[src/rtl/alu_exc_handler_pkg.sv]
// rtl/alu_exc_handler_pkg.sv - shared FSM state, cause codes and ALU_status bit indices
package alu_exc_handler_pkg;

  typedef enum logic [1:0] {
    ST_IDLE  = 2'd0,
    ST_REQ   = 2'd1,
    ST_DRAIN = 2'd2
  } exc_state_t;

  typedef enum logic [1:0] {
    CAUSE_NONE     = 2'd0,
    CAUSE_OVF      = 2'd1,
    CAUSE_INV_ADDR = 2'd2,
    CAUSE_DIV0     = 2'd3
  } exc_cause_t;

  localparam int STAT_ZERO     = 7;
  localparam int STAT_OVF      = 6;
  localparam int STAT_CARRY    = 5;
  localparam int STAT_NEG      = 4;
  localparam int STAT_INV_ADDR = 3;
  localparam int STAT_DIV0     = 2;

  // Bits [1:0] of ALU_status are reserved and never stored.
  localparam logic [7:0] STATUS_KEEP = 8'hFC;

  // Mask bit positions within exc_mask and the masked-hit vector.
  localparam int MSK_OVF      = 0;
  localparam int MSK_INV_ADDR = 1;
  localparam int MSK_DIV0     = 2;

endpackage

[src/rtl/alu_exc_prio_enc.sv]
// rtl/alu_exc_prio_enc.sv - priority encoder from masked exception hits to a cause code
module alu_exc_prio_enc
  import alu_exc_handler_pkg::*;
(
  input  logic [2:0] hits,
  output logic [1:0] cause
);

  // Invalid address outranks divide by zero, which outranks overflow.
  always_comb begin
    cause = CAUSE_NONE;
    if (hits[MSK_INV_ADDR])      cause = CAUSE_INV_ADDR;
    else if (hits[MSK_DIV0])     cause = CAUSE_DIV0;
    else if (hits[MSK_OVF])      cause = CAUSE_OVF;
  end

endmodule

[src/rtl/alu_exc_handler.sv]
// rtl/alu_exc_handler.sv - ALU exception capture, request/ack handshake and status tracking
module alu_exc_handler
  import alu_exc_handler_pkg::*;
#(
  parameter int CNT_W       = 8,
  parameter int ACK_TIMEOUT = 16
) (
  input  logic             clk,
  input  logic             rst,
  input  logic             ALU_valid,
  input  logic [7:0]       ALU_status,
  input  logic [31:0]      ALU_result,
  input  logic [31:0]      PC_in,
  input  logic [2:0]       exc_mask,
  input  logic             exc_ack,
  input  logic             clear_sticky,
  output logic [7:0]       status_reg,
  output logic [7:0]       sticky_flags,
  output logic             exc_req,
  output logic [1:0]       exc_cause,
  output logic [31:0]      EPC,
  output logic [31:0]      bad_result,
  output logic [CNT_W-1:0] exc_count,
  output logic             exc_lost,
  output logic             exc_timeout,
  output logic             stall
);

  localparam int TMO_W = $clog2(ACK_TIMEOUT + 1);
  localparam logic [TMO_W-1:0] TMO_MAX  = TMO_W'(ACK_TIMEOUT);
  localparam logic [TMO_W-1:0] TMO_LAST = TMO_W'(ACK_TIMEOUT - 1);

  exc_state_t       state;
  logic [TMO_W-1:0] tmo_cnt;
  logic [2:0]       hits;
  logic [1:0]       new_cause;
  logic             exc_any;
  logic             timeout_hit;
  logic [7:0]       valid_flags;

  assign hits[MSK_OVF]      = ALU_valid & ALU_status[STAT_OVF]      & exc_mask[MSK_OVF];
  assign hits[MSK_INV_ADDR] = ALU_valid & ALU_status[STAT_INV_ADDR] & exc_mask[MSK_INV_ADDR];
  assign hits[MSK_DIV0]     = ALU_valid & ALU_status[STAT_DIV0]     & exc_mask[MSK_DIV0];
  assign exc_any            = |hits;
  assign valid_flags        = ALU_valid ? (ALU_status & STATUS_KEEP) : 8'h00;
  assign timeout_hit        = (state == ST_REQ) && !exc_ack && (tmo_cnt == TMO_LAST);

  alu_exc_prio_enc u_prio_enc (
    .hits  (hits),
    .cause (new_cause)
  );

  always_ff @(posedge clk) begin
    if (rst) begin
      state        <= ST_IDLE;
      tmo_cnt      <= '0;
      status_reg   <= '0;
      sticky_flags <= '0;
      exc_req      <= 1'b0;
      exc_cause    <= CAUSE_NONE;
      EPC          <= '0;
      bad_result   <= '0;
      exc_count    <= '0;
      exc_lost     <= 1'b0;
      exc_timeout  <= 1'b0;
      stall        <= 1'b0;
    end else begin
      if (ALU_valid) status_reg <= valid_flags;
      // A flag arriving together with clear_sticky survives the clear.
      sticky_flags <= (clear_sticky ? 8'h00 : sticky_flags) | valid_flags;
      exc_lost     <= (clear_sticky ? 1'b0 : exc_lost) | (exc_any && (state != ST_IDLE));
      exc_timeout  <= (clear_sticky ? 1'b0 : exc_timeout) | timeout_hit;

      case (state)
        ST_IDLE: begin
          if (exc_any) begin
            state      <= ST_REQ;
            exc_req    <= 1'b1;
            stall      <= 1'b1;
            EPC        <= PC_in;
            bad_result <= ALU_result;
            exc_cause  <= new_cause;
            tmo_cnt    <= '0;
            if (exc_count != {CNT_W{1'b1}}) exc_count <= exc_count + 1'b1;
          end
        end
        ST_REQ: begin
          if (exc_ack) begin
            state   <= ST_DRAIN;
            exc_req <= 1'b0;
          end else if (tmo_cnt != TMO_MAX) begin
            tmo_cnt <= tmo_cnt + 1'b1;
          end
        end
        ST_DRAIN: begin
          state     <= ST_IDLE;
          stall     <= 1'b0;
          exc_cause <= CAUSE_NONE;
        end
        default: begin
          state     <= ST_IDLE;
          exc_req   <= 1'b0;
          stall     <= 1'b0;
          exc_cause <= CAUSE_NONE;
        end
      endcase
    end
  end

endmodule

[config.mk]
export PLATFORM = sky130hd
export DESIGN_NAME = alu_exc_handler
export DESIGN_NICKNAME = d
export VERILOG_FILES = /design/src/rtl/alu_exc_handler_pkg.sv /design/src/rtl/alu_exc_prio_enc.sv /design/src/rtl/alu_exc_handler.sv
export SDC_FILE = /design/constraint.sdc
export NUM_CORES = 1
export LEC_CHECK = 0
export ABC_AREA = 0
export BUFFER_PORTS_ARGS = -buffer_cell sky130_fd_sc_hd__buf_2
export CORE_AREA = 2 2 92 94
export DETAILED_ROUTE_END_ITERATION = 6
export DIE_AREA = 0 0 94 96
export PLACE_DENSITY = 0.79
export RECOVER_POWER = 100
export SYNTH_ARGS = -nofsm -noshare
export SYNTH_HDL_FRONTEND = slang
export SYNTH_SLANG_ARGS = --single-unit
[constraint.sdc]
create_clock -name clk -period 2.8 [get_ports clk]
set_clock_uncertainty 0.2 [all_clocks]
set_input_delay 0.28 -clock clk [delete_from_list [all_inputs] [get_ports clk]]
set_output_delay 0.28 -clock clk [all_outputs]
set_load 0.03 [all_outputs]
==> flow_summary.toml <==
[placed_design]
place_hpwl_um = 6650
dp.cells = 697
post-place-ws_ns = 0.439
io_buffers = 167
globalplace.congestion = 0.741

[worst_setup_path]
crit_slowest_cell = "or3b_1"
critPathKind = "register to register"
worstPathMaxFanout = 32
worstPathArrival_ns = 2.33
critPathCaptureType = "register"
worstSetupStartpointType = "register"
crit_required_ns = 2.83
critPathMaxStageDelay_ns = 0.47
path_cells = "or3b_1 -> or2_2 -> clkbuf_2 -> nand2_1 -> a311oi_1"

[logic_synthesis]
synth_edf_count = 0
yosys_warnings = 0
synth_cells = 448
synth_most_common_cell = "nand2_1"
syn_area_um2 = 3630
ys.flop_type = "dfxtp_1"
synth_top_area_frac = 0.535
netlist_top_cells_area = "dfxtp_1 54%, nand2_1 15%, a21oi_1 12%, clkbuf_1 2.8%, nand2b_1 2.8%"
synth-seq-cells = 97
avgSynthCellArea_um2 = 8.10
synth_top_cell_by_area = "dfxtp_1"
yosysUniqueCellTypes = 42
async_flop_share = 0
synthTopCellsByCount = "141 x nand2_1, 97 x dfxtp_1, 90 x a21oi_1, 27 x clkbuf_1, 16 x nand2b_1"
ys_seq_area_frac = 0.535

[sta]
rsz0062_at_grt = "no"
period_minus_slack_ns = 2.30
max_freq_ghz = 0.434
finalHoldViolCount = 0
slew_headroom = 0.498
period_share = 0.822
tightest_slew_ns = 0.743
drv_slew = 0
setup_viol = 0
setup_slack_ns = 0.498
fin_tns_setup_ns = 0

[global_route]
grt_first_pass_wirelength_um = 17000
grt_max_degree = 46
antenna_found_initial = 0
grt_overflow = 0
grtUsageTotal = 0.236
grt_pass1_vias = 3782

[clock_network]
tritoncts = "done"
cts_sinks = 97
cts_buffer_depth = 2
clock_latency_ns = 0.34
clk_pin_slew_ns = 0.09
numCtsBuffers = 9
root_buffer = "clkbuf_8"
htree_levels = 3

[drt]
wl_per_cell_um = 14.5
ant_nets = 0
via_per_inst = 5.13
dr_wl_met2_um = 5750
drtPass1Iterations = 5
via_count = 3986
drt_iter0_markers = 148
routed.top_layer = "met4"
wl_met1_um = 4420
drc = 0
wl_met3_um = 829
wirelength_um = 11200

[min_path]
min_path_type = "input port to register"

[power]
power.switching_uw = 869
ir_drop_mv = 0.314
power_frac_clock = 0.297
p_int_mw = 2.05
seqPwrFrac = 0.512
p_per_area_nw_per_um2 = 557
comb_power_share = 0.191
power_leakage_nw = 2.06
total_power_mw = 2.92
swShare = 0.297

[floorplanning]
core_um2 = 8050
ioPinCount = 174
die_area_um2 = 9020
die_w_um = 94
rows = 33
die_y_um = 96
start_util = 0.451

[finish]
largestRegisters = "EPC (32), bad_result (32), exc_count (8)"
drive_above_1_share = 0.153
fill_cells = 691
diodes = 0
seqCellArea_um2 = 1940
area.growth.synth_to_final_pct = 44.5
stdcell_count = 777
layout.nets = 752
multi_input_area_um2 = 1540

[job]
maxCapViolations = 0

[status]
status = "finished, final reports clean"
## through the flow
stage / util / hold WS, ns / instance area (um^2)
global placement: 0.562 / 0.239 / 4530
floorplan: - / 0.216 / 3640
CTS: 0.666 / 0.0000408 / 5360
finish: 0.651 / 0.0128 / 5240
global route: 0.651 / 0.00155 / 5240
detailed placement: 0.562 / 0.245 / 4530
## worst paths after layout
path / startpoint / depth (start not counted) / slack, ns / end
worst min-delay path: PC_in[4] / 3 / 0.01 / EPC[4]
worst min register to register: bad_result[17] / 2 / 0.26 / bad_result[17]
worst max register to register: state[1] / 5 / 0.50 / tmo_cnt[0]
worst max-delay path: state[1] / 5 / 0.50 / tmo_cnt[0]
## critical path: cells and delay by family (launching register included)
kind                   cells  cell delay (ns)
DFF                        1             0.37
and+or+nand+nor            3             1.06
buffers and inverters      1             0.43
AOI/OAI and AO/OA          1             0.11
## cell families (layout without fill, tap and decap cells)
logic type | after synthesis | after routing | share of synthesized area
mux | 1 | 1 | 0.00276
simple gates | 193 | 193 | 0.230
xor+xnor | 1 | 1 | 0.00242
fa+ha+maj | 4 | 4 | 0.0138
flops | 97 | 97 | 0.535
compound gates | 111 | 111 | 0.168
buf+inv | 40 | 261 | 0.0462
other cells | 1 | 4 | 0.00103
## layer usage
layer	GRT usage	up-vias
li1	-	1919
met1	0.272	1852
met2	0.421	191
met3	0.0556	24
met4	0.101	0
met5	0	-
## placed cells by master (no fill, tap or decap), drive strengths merged, types with 5 or more instances in the layout
cell type	n
a21oi	90
buf	83
clkbuf	101
dfxtp	97
dlygate4sd3	65
inv	7
nand2	141
nand2b	16
nand3	9
nor2	9
o21ai	5
## what timing repair did
item,CTS,global route
setup buffers,0,0
hold endpoints to repair,66,0
setup endpoints to repair,0,0
resized for setup,0,0
hold buffers,65,0
## power groups by stage
stage | Clock (mW) | Sequential, mW | Combinational, mW
finish | 0.869 | 1.50 | 0.557
global route | 0.950 | 1.50 | 0.597
CTS | 0.888 | 1.49 | 0.565
detailed placement | 0 | 1.52 | 0.495
global placement | 0 | 1.52 | 0.484
floorplan | 0 | 1.66 | 0.179
## final cells by class
class / instances / share of cell area
sequential: 97 / 0.370
multi-input combinational: 314 / 0.293
timing repair buffer: 240 / 0.272
tap: 105 / 0.0251
clock buffer: 9 / 0.0236
clock inverter: 6 / 0.0112
inverter: 6 / 0.00430
No activity file was read; power rests on OpenSTA's default activity.
